**config.mk**
```make
export PLATFORM = sky130hd
export DESIGN_NAME = axis_ema_inv
export DESIGN_NICKNAME = d
export VERILOG_FILES = /design/src/rtl/axis_ema_pkg.sv /design/src/rtl/axis_ema_inv_skid_buffer.sv /design/src/rtl/axis_ema_inv.sv
export SDC_FILE = /design/constraint.sdc
export NUM_CORES = 1
export LEC_CHECK = 0
export CAP_MARGIN = 30
export CORE_MARGIN = 3
export CORE_UTILIZATION = 43
export DETAILED_ROUTE_END_ITERATION = 8
export SLEW_MARGIN = 0
export SYNTH_ARGS = -nofsm -noshare
export SYNTH_HDL_FRONTEND = slang
export SYNTH_SLANG_ARGS = --single-unit
export TNS_END_PERCENT = 10
```
**constraint.sdc**
```tcl
create_clock -name ACLK -period 3.3 [get_ports ACLK]
set_input_delay 0.825 -clock ACLK [delete_from_list [all_inputs] [get_ports ACLK]]
set_output_delay 0.825 -clock ACLK [all_outputs]
set_load 0.03 [all_outputs]
```
**src/rtl/axis_ema_pkg.sv**
```systemverilog
// Shared types, constants and reference arithmetic for the EMA filter and its inverse.
package axis_ema_pkg;

  localparam int unsigned EMA_DATA_W = 32;
  localparam int unsigned EMA_KEEP_W = EMA_DATA_W / 8;
  localparam int unsigned EMA_SEED   = 1000;

  typedef enum logic [1:0] {
    EMPTY = 2'd0,
    ONE   = 2'd1,
    TWO   = 2'd2
  } ema_buf_state_t;

  // One AXI4-Stream beat as carried through the skid buffer.
  typedef struct packed {
    logic [EMA_DATA_W-1:0] data;
    logic [EMA_KEEP_W-1:0] keep;
    logic                  last;
  } ema_beat_t;

  // Forward filter: y = x/4 + 3p/4, with each term truncated, modulo 2^32.
  function automatic logic [EMA_DATA_W-1:0] ema_step(input logic [EMA_DATA_W-1:0] x,
                                                    input logic [EMA_DATA_W-1:0] p);
    return (x >> 2) + (p >> 2) + (p >> 1);
  endfunction

  // Inverse filter: recover x/4 exactly (mod 2^32) and rescale; low 2 bits are lost upstream.
  function automatic logic [EMA_DATA_W-1:0] ema_inv_step(input logic [EMA_DATA_W-1:0] y,
                                                        input logic [EMA_DATA_W-1:0] p);
    logic [EMA_DATA_W-1:0] d;
    d = y - (p >> 2) - (p >> 1);
    return d << 2;
  endfunction

endpackage

```
**src/rtl/axis_ema_inv_skid_buffer.sv**
```systemverilog
// Two-entry registered skid buffer: output register plus one skid slot, ready driven from a flop.
module axis_skid_buffer
  import axis_ema_pkg::*;
(
  input  logic      ACLK,
  input  logic      ARESETN,
  input  ema_beat_t s_beat,
  input  logic      s_valid,
  output logic      s_ready,
  output ema_beat_t m_beat,
  output logic      m_valid,
  input  logic      m_ready
);

  ema_buf_state_t state_q, state_d;
  ema_beat_t      out_q, out_d;
  ema_beat_t      skid_q, skid_d;
  logic           ready_q, ready_d;
  logic           valid_q, valid_d;
  logic           in_fire_c;
  logic           out_fire_c;

  assign in_fire_c  = s_valid && ready_q;
  assign out_fire_c = valid_q && m_ready;

  // Next-state, register loads and the registered handshake flags.
  always_comb begin
    state_d = state_q;
    out_d   = out_q;
    skid_d  = skid_q;
    case (state_q)
      EMPTY: begin
        if (in_fire_c) begin
          out_d   = s_beat;
          state_d = ONE;
        end
      end
      ONE: begin
        if (in_fire_c && out_fire_c) begin
          out_d = s_beat;
        end else if (in_fire_c) begin
          skid_d  = s_beat;
          state_d = TWO;
        end else if (out_fire_c) begin
          state_d = EMPTY;
        end
      end
      TWO: begin
        if (out_fire_c) begin
          out_d   = skid_q;
          state_d = ONE;
        end
      end
      default: state_d = EMPTY;
    endcase
    ready_d = (state_d != TWO);
    valid_d = (state_d != EMPTY);
  end

  // State and payload registers with synchronous active-low reset.
  always_ff @(posedge ACLK) begin
    if (!ARESETN) begin
      state_q <= EMPTY;
      out_q   <= '0;
      skid_q  <= '0;
      ready_q <= 1'b0;
      valid_q <= 1'b0;
    end else begin
      state_q <= state_d;
      out_q   <= out_d;
      skid_q  <= skid_d;
      ready_q <= ready_d;
      valid_q <= valid_d;
    end
  end

  assign s_ready = ready_q;
  assign m_beat  = out_q;
  assign m_valid = valid_q;

endmodule

```
**src/rtl/axis_ema_inv.sv**
```systemverilog
// AXI4-Stream inverse EMA: reconstructs x from y = x/4 + 3p/4 using the previous y as history.
// Optional build macro AXIS_EMA_INV_PKT_RESEED_EN reloads the history with SEED after each TLAST beat.
module axis_ema_inv
  import axis_ema_pkg::*;
#(
  parameter int unsigned SEED   = EMA_SEED,
  parameter int unsigned DATA_W = EMA_DATA_W
) (
  input  logic                ACLK,
  input  logic                ARESETN,
  input  logic [DATA_W-1:0]   S_AXIS_TDATA,
  input  logic [DATA_W/8-1:0] S_AXIS_TKEEP,
  input  logic                S_AXIS_TLAST,
  input  logic                S_AXIS_TVALID,
  output logic                S_AXIS_TREADY,
  output logic [DATA_W-1:0]   M_AXIS_TDATA,
  output logic [DATA_W/8-1:0] M_AXIS_TKEEP,
  output logic                M_AXIS_TLAST,
  output logic                M_AXIS_TVALID,
  input  logic                M_AXIS_TREADY
);

  logic [EMA_DATA_W-1:0] p_q, p_d;
  logic                  s_ready_c;
  logic                  accept_c;
  ema_beat_t             in_beat_c;
  ema_beat_t             out_beat_c;

  assign accept_c = S_AXIS_TVALID && s_ready_c;

  // Decoded beat presented to the buffer; sidebands ride along unchanged.
  always_comb begin
    in_beat_c      = '0;
    in_beat_c.data = ema_inv_step(EMA_DATA_W'(S_AXIS_TDATA), p_q);
    in_beat_c.keep = EMA_KEEP_W'(S_AXIS_TKEEP);
    in_beat_c.last = S_AXIS_TLAST;
  end

  // History advances only on an accepted input beat.
  always_comb begin
    p_d = p_q;
    if (accept_c) begin
`ifdef AXIS_EMA_INV_PKT_RESEED_EN
      p_d = S_AXIS_TLAST ? EMA_DATA_W'(SEED) : EMA_DATA_W'(S_AXIS_TDATA);
`else
      p_d = EMA_DATA_W'(S_AXIS_TDATA);
`endif
    end
  end

  // History register, returns to the seed on reset.
  always_ff @(posedge ACLK) begin
    if (!ARESETN) begin
      p_q <= EMA_DATA_W'(SEED);
    end else begin
      p_q <= p_d;
    end
  end

  axis_skid_buffer u_skid (
    .ACLK    (ACLK),
    .ARESETN (ARESETN),
    .s_beat  (in_beat_c),
    .s_valid (S_AXIS_TVALID),
    .s_ready (s_ready_c),
    .m_beat  (out_beat_c),
    .m_valid (M_AXIS_TVALID),
    .m_ready (M_AXIS_TREADY)
  );

  assign S_AXIS_TREADY = s_ready_c;
  assign M_AXIS_TDATA  = DATA_W'(out_beat_c.data);
  assign M_AXIS_TKEEP  = (DATA_W/8)'(out_beat_c.keep);
  assign M_AXIS_TLAST  = out_beat_c.last;

endmodule
```
== Yosys cells after proc, flatten, opt, wreduce, memory -nomap -nowiden ==
Cells that the tools add are included.

* Equal/unequal tests: 6
* Reductions and logical operators: 8
* $add $sub $neg: 2
* Multiplexer cells: 10
* Bitwise logic cells: 1

{| class="wikitable"
|+ Operators by type and width
! kind !! count
|-
| $mux 37 || 3
|-
| $pmux 37 s3 || 1
|-
| $sub 30x30->30 || 2
|-
| $mux 2 || 5
|-
| $ne 2x1->1 const B || 3
|-
| $pmux 2 s3 || 1
|-
| $reduce_and 4->1 || 1
|-
| $logic_and 1x1->1 || 3
|-
| $reduce_and 3->1 || 1
|-
| $reduce_bool 3->1 || 1
|-
| $eq 2x1->1 const B || 1
|-
| $eq 2x2->1 const B || 1
|-
| $logic_not 2->1 || 1
|-
| $ne 2x2->1 const B || 1
|-
| $reduce_bool 2->1 || 1
|-
| $not 1->1 || 1
|}

* Bits in registers: 108
* Output and inout port bits: 39
* Logic and storage cells: 37

== Longest topological paths before layout ==
Gate-level depths: netlist of the first run.

* Depth after elaboration: 6
* Gate-level depth with buffers: 12
* Gate-level depth less buffers: 12

== Cells and area by module ==
From an unflattened synthesis of the first run, not the netlist that was laid out.

* Cell total of the unflattened synthesis: 792
* Area, all modules: 7164.4 µm²

{| class="wikitable"
|+ By module, submodules not included
! module !! cells an instance !! sequential area each (µm²) !! area an instance (µm²) !! times used
|-
| axis_skid_buffer || 364 || 1561.5 || 3698.5 || 1
|-
| axis_ema_inv || 428 || 620.6 || 3465.8 || 1
|}

== Worst setup path after synthesis of the first run ==
No wires, ideal clock.

* Kind: input to register
* Start: input port S_AXIS_TDATA[2]
* End: register u_skid.out_q (netlist bit u_skid.m_beat[35])
* Stages: 10
* Arrival time: 3.007 ns
* Library setup time: 0.128 ns
* Data required time: 3.172 ns
* Path slack: 0.165 ns
* Path through: fa_1 -> ha_1 -> and2b_1 -> o2111ai_2 -> nand4b_1 -> a21oi_2 -> a21oi_1 -> a41oi_1 -> xor2_1 -> o211ai_1

* Longest elaborated chain between the ends: 4
* Elaborated cells on any way between the ends: 5
* Classes of those cells: 2 x add/sub; 3 x mux

{| class="wikitable"
|+ RTL lines
! what !! RTL line !! RTL
|-
| start, declared || axis_ema_inv.sv:11 || <nowiki>input logic [DATA_W-1:0] S_AXIS_TDATA,</nowiki>
|-
| $sub 30x30->30 (*) (2 in series) || axis_ema_pkg.sv:31 || <nowiki>d = y - (p >> 2) - (p >> 1);</nowiki>
|-
| $mux 37 (on tied branches) || axis_ema_inv_skid_buffer.sv:39, axis_ema_inv_skid_buffer.sv:33 ||
|-
| $pmux 37 s3 (*) || axis_ema_inv_skid_buffer.sv:31 || <nowiki>case (state_q)</nowiki>
|-
| end signal, assigned || axis_ema_inv_skid_buffer.sv:70 || <nowiki>out_q <= out_d;</nowiki>
|-
| end, declared || axis_ema_inv_skid_buffer.sv:16 || <nowiki>ema_beat_t out_q, out_d;</nowiki>
|}

Mark *: on every way between the ends. The rest lies on a longest branch, timed or not. The select of a mux whose other input is x is not followed.
A chain may end at the register's enable or synchronous reset.

== Worst setup path after layout of the first run ==
* Start: input port S_AXIS_TDATA[19]
* End: register u_skid.out_q (netlist bit u_skid.m_beat[36])

The elaborated chain is that of the path after synthesis.

==> results of run 1 <==
per-stage QoR:
step,instance area [µm²],hold slack [ns]
2_1_floorplan,6441,0.4337
3_3_place_gp,7870,0.4435
3_5_place_dp,7898,0.4477
4_1_cts,8397,0.4577
5_1_grt,8732,0.4806
6_report,8732,0.4575
tightest hold or removal path, stage by stage (launching register included):
cell and delay [ns]:
sky130_fd_sc_hd__dfxtp_1 0.31, sky130_fd_sc_hd__nand2_1 0.05, sky130_fd_sc_hd__a21boi_1 0.05
synth_stat cells (10+ instances only):
cell type	n	area, µm²
sky130_fd_sc_hd__o211ai_1	19	142.6
sky130_fd_sc_hd__o211a_1	22	220.2
sky130_fd_sc_hd__dfxtp_1	105	2102
sky130_fd_sc_hd__inv_1	38	142.6
sky130_fd_sc_hd__o21a_1	10	75.07
sky130_fd_sc_hd__fa_1	29	580.6
sky130_fd_sc_hd__nor2_1	19	71.32
sky130_fd_sc_hd__xor2_1	11	96.34
sky130_fd_sc_hd__a21o_1	10	75.07
sky130_fd_sc_hd__o21ai_0	23	115.1
sky130_fd_sc_hd__clkbuf_1	37	138.9
sky130_fd_sc_hd__ha_1	31	387.9
sky130_fd_sc_hd__a21oi_1	56	280.3
sky130_fd_sc_hd__buf_2	11	55.05
sky130_fd_sc_hd__o21ai_1	12	60.06
sky130_fd_sc_hd__nand2_1	154	578.1
sky130_fd_sc_hd__nand4_1	15	93.84
sky130_fd_sc_hd__a21boi_0	38	285.3
sky130_fd_sc_hd__xnor2_1	21	183.9
sky130_fd_sc_hd__nand3_1	32	160.2
placed cells by master (no fill, tap or decap), types with 17 or more instances in the layout:
cell type	n
sky130_fd_sc_hd__fa_1	25
sky130_fd_sc_hd__nor2_1	17
sky130_fd_sc_hd__o211a_1	22
sky130_fd_sc_hd__inv_1	38
sky130_fd_sc_hd__a21oi_1	44
sky130_fd_sc_hd__dfxtp_1	105
sky130_fd_sc_hd__buf_4	91
sky130_fd_sc_hd__o211ai_1	19
sky130_fd_sc_hd__clkdlybuf4s50_1	56
sky130_fd_sc_hd__nand2_1	153
sky130_fd_sc_hd__a21boi_0	37
sky130_fd_sc_hd__dlymetal6s2s_1	17
sky130_fd_sc_hd__o21ai_0	19
sky130_fd_sc_hd__nand3_1	32
cell families (layout without fill, tap and decap cells):
kind of cell,count (synthesis),after routing,synth area share
AND/OR/NAND/NOR,253,253,0.1742
flip-flops,105,105,0.3265
buffers and inverters,91,224,0.05636
other,1,2,0.0005825
adder cells (fa/ha/maj),60,60,0.1504
AO/OA/AOI/OAI,229,229,0.2484
XOR/XNOR,32,32,0.04354
flip-flops by register name, indices dropped and copies added (netlist names):
| signal | flops |
|---|---|
| u_skid.s_ready | 1 |
| u_skid.m_beat | 35 |
| u_skid.skid_q | 35 |
| u_skid.state_q | 2 |
| u_skid.m_valid | 1 |
| p_q | 31 |
metal layers:
| layer | vias to the layer above | global-route usage | wire length (µm) |
|---|---|---|---|
| met1 | 2808 | 0.2959 | 8288 |
| met5 | - | 0 | 0 |
| met2 | 100 | 0.3377 | 8093 |
| met3 | 22 | 0.02615 | 535 |
| li1 | 2913 | - | - |
| met4 | 0 | 0.07366 | 290 |
layout make-up:
| type | instances | area share |
|---|---|---|
| tap | 184 | 0.02636 |
| clock inverter | 4 | 0.003869 |
| clock buffer | 12 | 0.03052 |
| sequential | 105 | 0.2407 |
| timing repair buffer | 170 | 0.1758 |
| multi-input combinational | 576 | 0.5064 |
| inverter | 38 | 0.01633 |
power by group:
part	total, mW	internal [mW]	switching (mW)
combinational	2.04	0.958	1.08
clock	1.09	0.580	0.506
sequential	1.41	1.36	0.0535
repair_timing:
action,4_1_cts,5_1_grt
pin swaps,28,53
endpoints found under the setup margin,26,35
resized for setup,29,62
buffers inserted,2,5
worst max-delay path by stage:
| stage | startpoint | slack (ns) | to |
|---|---|---|---|
| 4_1_cts | S_AXIS_TDATA[3] | -0.03 | u_skid.skid_q[29]$_SDFFE_PN0P_ |
| 5_1_grt | S_AXIS_TDATA[19] | -0.01 | u_skid.m_beat[33]$_SDFFE_PN0P_ |
| 3_3_place_gp | S_AXIS_TDATA[4] | -0.47 | u_skid.m_beat[33]$_SDFFE_PN0P_ |
| 3_5_place_dp | S_AXIS_TDATA[21] | -0.50 | u_skid.m_beat[35]$_SDFFE_PN0P_ |
| 6_report | S_AXIS_TDATA[19] | 0.12 | u_skid.m_beat[36]$_SDFFE_PN0P_ |
| 2_1_floorplan | S_AXIS_TDATA[2] | 0.17 | u_skid.m_beat[35]$_SDFFE_PN0P_ |
==> Implementation_results.wiki, run 1 <==
{| class="wikitable"
! Metric !! Value
|-
| Result of the run || complete, no violations
|-
| Area of the core || 14,590 µm²
|-
| Overall die height || 128.4 µm
|-
| Critical path's top delay family || adder cells
|-
| Inst Count DP || 1,066
|-
| Number of warnings printed during yosys synthesis || 0
|-
| Setup repair after global routing missed its margin || yes
|-
| Count of endpoints failing setup in the final report || 0
|-
| Total length of routed wires || 17,210 µm
|-
| Average cell area after synthesis || 8.349 µm²
|-
| Number of DRC violations after detailed-routing iteration 0 || 318
|-
| Net count reported at finish || 1,001
|-
| Area occupied by multi-input gates || 4422 µm²
|-
| H-tree depth || 3
|-
| Minimum setup slack after placement || -0.5033 ns
|-
| Worst stage delay on the critical path || 0.50 ns
|-
| Num ports || 80
|-
| Vias || 5,843
|-
| Fill cell instance count of the final layout || 1,265
|-
| Total negative slack for setup checks || 0 ns
|-
| Synth Cell Area || 6437 µm²
|-
| Utilization after layout || 0.5985
|-
| Hold Path Cell Cnt || 2
|-
| Worst ir drop on vdd || 0.3274 mV
|-
| Maximum capacitance violations || 0
|-
| Type of the worst setup path || in2reg
|-
| Post-layout instance count excluding filler cells || 1,089
|-
| Buffer type at the clock tree root || sky130_fd_sc_hd__clkbuf_16
|-
| Startpoint Class || input port
|-
| Critical path required time || 3.53 ns
|-
| Post-DRT Antenna Nets || 0
|-
| Flip-flop cell with the highest count after synthesis || sky130_fd_sc_hd__dfxtp_1
|-
| Slack of the worst reg-to-reg path || 0.42 ns
|-
| Most frequent CP cell || sky130_fd_sc_hd__o211ai_1
|-
| Initial Util || 0.4413
|-
| Launching point of the worst reg2reg path || p_q[3]$_SDFFE_PN1P_
|-
| Seq/Total Area, Yosys || 0.3265
|-
| Number of global-route vias before repair || 5,692
|-
| PnR worst setup slack || 0.1219 ns
|-
| Post-Syn Instances || 771
|-
| Power per unit of standard cell area || 518.8 nW/µm²
|-
| Die area || 16,480 µm²
|-
| Routed length per placed instance || 15.80 µm
|-
| CP max FO || 6
|-
| Cell chain of the critical path || clkdlybuf4s50_1 -> fa_1 -> ha_1 -> buf_4 -> o211ai_1 -> a21oi_2 -> nand4_1 -> o21a_1 -> xnor2_2 -> o211ai_1
|-
| Clock network latency to the later pin of the worst-skew pair || 0.35 ns
|-
| Transition at the pin with the smallest max-transition slack || 0.6169 ns
|-
| Row Count || 44
|-
| Worst Path Arrival || 3.40 ns
|-
| Total number of cells along the worst setup path || 10
|-
| Clock period minus final worst setup slack || 3.178 ns
|-
| Worst clock skew || 0.004565 ns
|-
| Fraction of final layout cells sized beyond drive strength 1 || 0.2044
|-
| Detailed Routing Iterations Pass 1 || 5
|-
| Netlist cell types || 56
|-
| Crit end category || register
|-
| Worst slew margin || 0.5887
|-
| GP Congestion || 0.8869
|-
| Number of diodes || 0
|-
| Final Max Slew Viols || 0
|-
| Antenna violations before repair || 0
|-
| GRT Util Overall || 0.2113
|-
| Clock net sink count || 105
|-
| Hold Path Class || reg2reg
|-
| # DRC || 0
|-
| Clock tree from TritonCTS || yes
|-
| Number of buffer cells added on primary ports || 77
|-
| Worst reg2reg path depth || 13
|-
| Clock transition at path regs || 0.07 ns
|-
| Synthesis-stage register bit count || 105
|-
| Total power || 4.531 mW
|-
| Hold Buf Count CTS || 0
|-
| Async set-reset flop share out of synthesis || 0
|-
| Global-route wire length before repair || 28,260 µm
|-
| Static leakage power || 3.649 nW
|-
| Count of final hold-check violations || 0
|-
| Final critical-path share of the clock period || 0.9631
|-
| End point of the worst hold path || u_skid.skid_q[25]$_SDFFE_PN0P_
|-
| Via-to-Cell Ratio || 5.365
|-
| Synthesis-to-finish area growth || 35.65%
|-
| Detail Placement HPWL || 12,410 µm
|-
| Area occupied by registers || 2102 µm²
|-
| F_max || 314.7 MHz
|-
| Critical-path cell with the highest stage delay || sky130_fd_sc_hd__fa_1
|-
| WP buf/inv || 2
|-
| Reg-to-reg critical path endpoint || u_skid.m_beat[27]$_SDFFE_PN0P_
|-
| Total grt overflow || 0
|-
| Hold path startpoint || u_skid.skid_q[25]$_SDFFE_PN0P_
|-
| Number of enable flip-flop cells after synthesis || 0
|-
| TritonCTS buffer count || 9
|-
| Horizontal die dimension || 128.4 µm
|-
| Maximum number of buffers from clock root to sink || 2
|-
| Maximum number of pins on one net before global-route repair || 44
|}
(Power assumes the default switching activity.)
==> run 2: changes to the inputs <==
- SKIP_CTS_REPAIR_TIMING: not set -> 1
- clock period: 3.3 -> 3.4 ns (I/O delays scaled with it)
==> run 2 against run 1 <==
Effect of this change:
- hold slack better by 0.0012 ns
- non-clock buffer count is 3 lower
- wire length is 2.0% lower
- via count is 1.1% lower
- critical path depth is 1 higher
- core utilization is 0.56 points lower
- global-route usage is 0.55 points lower
- clock power is 13% higher
- critical path type unchanged
- largest power group unchanged
==> Implementation_results.wiki, run 2 (same netlist as run 1, synthesis figures left out) <==
{| class="wikitable"
! Metric !! Value
|-
| Area of the core || 14,590 µm² (unchanged)
|-
| Number of global-route vias before repair || 5,692 (unchanged)
|-
| Synthesis-to-finish area growth || 34.38%
|-
| PnR worst setup slack || 0.06294 ns (-0.05897 ns)
|-
| TritonCTS buffer count || 9 (unchanged)
|-
| Post-DRT Antenna Nets || 0 (unchanged)
|-
| Worst Path Arrival || 3.57 ns (+0.17 ns)
|-
| Detailed Routing Iterations Pass 1 || 5 (unchanged)
|-
| Number of DRC violations after detailed-routing iteration 0 || 330 (+3.8%)
|-
| GRT Util Overall || 0.2058 (-0.005534)
|-
| Minimum setup slack after placement || -0.5688 ns (-0.06550 ns)
|-
| Via-to-Cell Ratio || 5.328 (-0.70%)
|-
| Horizontal die dimension || 128.4 µm (unchanged)
|-
| # DRC || 0 (unchanged)
|-
| Setup repair after global routing missed its margin || yes
|-
| Maximum number of buffers from clock root to sink || 2 (unchanged)
|-
| Final critical-path share of the clock period || 0.9815
|-
| Antenna violations before repair || 0 (unchanged)
|-
| Met2 layer wire length in the routed design || 7844 µm (-3.1%)
|-
| Clock tree from TritonCTS || yes
|-
| Total length of routed met3 wires || 667 µm (+25%)
|-
| Number of buffer cells added on primary ports || 77 (unchanged)
|-
| Critical path required time || 3.63 ns (+0.10 ns)
|-
| Commonest cells after routing, fill and taps aside || sky130_fd_sc_hd__nand2_1, sky130_fd_sc_hd__dfxtp_1, sky130_fd_sc_hd__buf_4
|-
| Worst slew margin || 0.6641 (+0.07531)
|-
| Clock net sink count || 105 (unchanged)
|-
| Row Count || 44 (unchanged)
|-
| Transition at the pin with the smallest max-transition slack || 0.5021 ns (-0.1148 ns)
|-
| Static leakage power || 3.586 nW (-1.7%)
|-
| Count of final hold-check violations || 0 (unchanged)
|-
| Clock network latency to the later pin of the worst-skew pair || 0.35 ns (about the same)
|-
| Inst Count DP || 1,068 (+0.19%)
|-
| Overall die height || 128.4 µm (unchanged)
|-
| Fill cell instance count of the final layout || 1,304 (+3.1%)
|-
| Most common library cell in the layout ignoring fill and taps || sky130_fd_sc_hd__nand2_1
|-
| Launching point of the worst reg2reg path || p_q[3]$_SDFFE_PN1P_
|-
| Uppermost metal layer occupied by signal nets || met4
|-
| Global-route wire length before repair || 27,710 µm (-1.9%)
|-
| F_max || 299.7 MHz
|-
| Die area || 16,480 µm² (unchanged)
|-
| CP max FO || 4 (-2)
|-
| GP Congestion || 0.8862 (about the same)
|-
| H-tree depth || 3 (unchanged)
|-
| Worst clock skew || 0.006446 ns (+0.001881 ns)
|-
| Power per unit of standard cell area || 519.7 nW/µm² (+0.16%)
|-
| Post-layout instance count excluding filler cells || 1,085 (-0.37%)
|-
| Worst ir drop on vdd || 0.3286 mV (+0.37%)
|-
| Total grt overflow || 0 (unchanged)
|-
| Buffer type at the clock tree root || sky130_fd_sc_hd__clkbuf_16
|-
| Maximum capacitance violations || 0 (unchanged)
|-
| Final Max Slew Viols || 0 (unchanged)
|-
| Detail Placement HPWL || 12,670 µm (+2.1%)
|-
| Result of the run || complete, no violations
|-
| Vias || 5,781 (-1.1%)
|-
| Post-route worst hold slack || 0.4587 ns (+0.001199 ns)
|-
| Maximum number of pins on one net before global-route repair || 44 (unchanged)
|-
| Total length of routed wires || 16,870 µm (-2.0%)
|-
| Type of the worst setup path || in2reg
|-
| Routed length per placed instance || 15.55 µm (-1.6%)
|-
| Crit end category || register
|-
| Initial Util || 0.4413 (unchanged)
|-
| Fraction of final layout cells sized beyond drive strength 1 || 0.1809 (-0.02351)
|-
| Number of diodes || 0 (unchanged)
|-
| Net count reported at finish || 998 (-0.30%)
|-
| Clock period minus final worst setup slack || 3.337 ns
|-
| Critical Path Source || S_AXIS_TDATA[15]
|-
| Clock transition at path regs || 0.07 ns (about the same)
|-
| Hold Path Class || reg2reg
|-
| Hold path startpoint || u_skid.skid_q[34]$_SDFFE_PN0P_
|-
| Startpoint Class || input port
|-
| Num ports || 80 (unchanged)
|-
| Count of endpoints failing setup in the final report || 0 (unchanged)
|-
| WL met1 || 8126 µm (-2.0%)
|}
run 2: final cells by class:
cell class	count	area, µm²	area share
Clock buffer	10	239.0	0.02763
Timing Repair Buffer	167	1519	0.1756
Inverter	38	142.6	0.01649
Multi-Input combinational cell	576	4308	0.4980
Sequential cell	105	2102	0.2430
Tap cell	184	230.2	0.02661
Clock inverter	5	110.1	0.01273
run 2: report_power, final:
| group | internal, mW | switching [mW] |
|---|---|---|
| combinational | 0.888 | 1.01 |
| clock | 0.744 | 0.484 |
| sequential | 1.32 | 0.0506 |
| total | 2.95 | 1.55 |
run 2: per-layer routing:
metal,global-route usage,vias up
met4,0.06617,0
met1,0.2930,2731
met3,0.02366,20
met5,0,-
li1,-,2914
met2,0.3270,116
run 2: stage by stage:
| step | util | TNS, ns | instance area (µm²) | total power, mW |
|---|---|---|---|---|
| 2_1_floorplan | - | 0 | 6441 | 2.412 |
| 3_3_place_gp | 0.5413 | -12.29 | 7898 | 3.092 |
| 3_5_place_dp | 0.5432 | -13.71 | 7925 | 3.118 |
| 4_1_cts | 0.5672 | -0.6652 | 8274 | 4.360 |
| 5_1_grt | 0.5930 | -0.1596 | 8651 | 4.770 |
| 6_report | 0.5930 | 0 | 8651 | 4.495 |
run 2: path summary, 6_finish.rpt:
| check | endpoint | slack (ns) | cells past startpoint |
|---|---|---|---|
| setup reg to reg | u_skid.m_beat[35]$_SDFFE_PN0P_ | 0.43 | 11 |
| setup / recovery | u_skid.m_beat[35]$_SDFFE_PN0P_ | 0.06 | 11 |
| hold / removal | u_skid.skid_q[34]$_SDFFE_PN0P_ | 0.46 | 2 |
| hold reg to reg | u_skid.skid_q[34]$_SDFFE_PN0P_ | 0.46 | 2 |
run 2: worst max-delay path: stages:
cell and delay [ns]:
sky130_fd_sc_hd__clkdlybuf4s50_1 0.52, sky130_fd_sc_hd__fa_2 0.43, sky130_fd_sc_hd__ha_1 0.35, sky130_fd_sc_hd__a21o_1 0.22, sky130_fd_sc_hd__a31oi_2 0.22, sky130_fd_sc_hd__a21oi_1 0.10
sky130_fd_sc_hd__nor2_1 0.14, sky130_fd_sc_hd__a21oi_2 0.08, sky130_fd_sc_hd__a41oi_1 0.25, sky130_fd_sc_hd__xor2_1 0.29, sky130_fd_sc_hd__o211ai_1 0.14
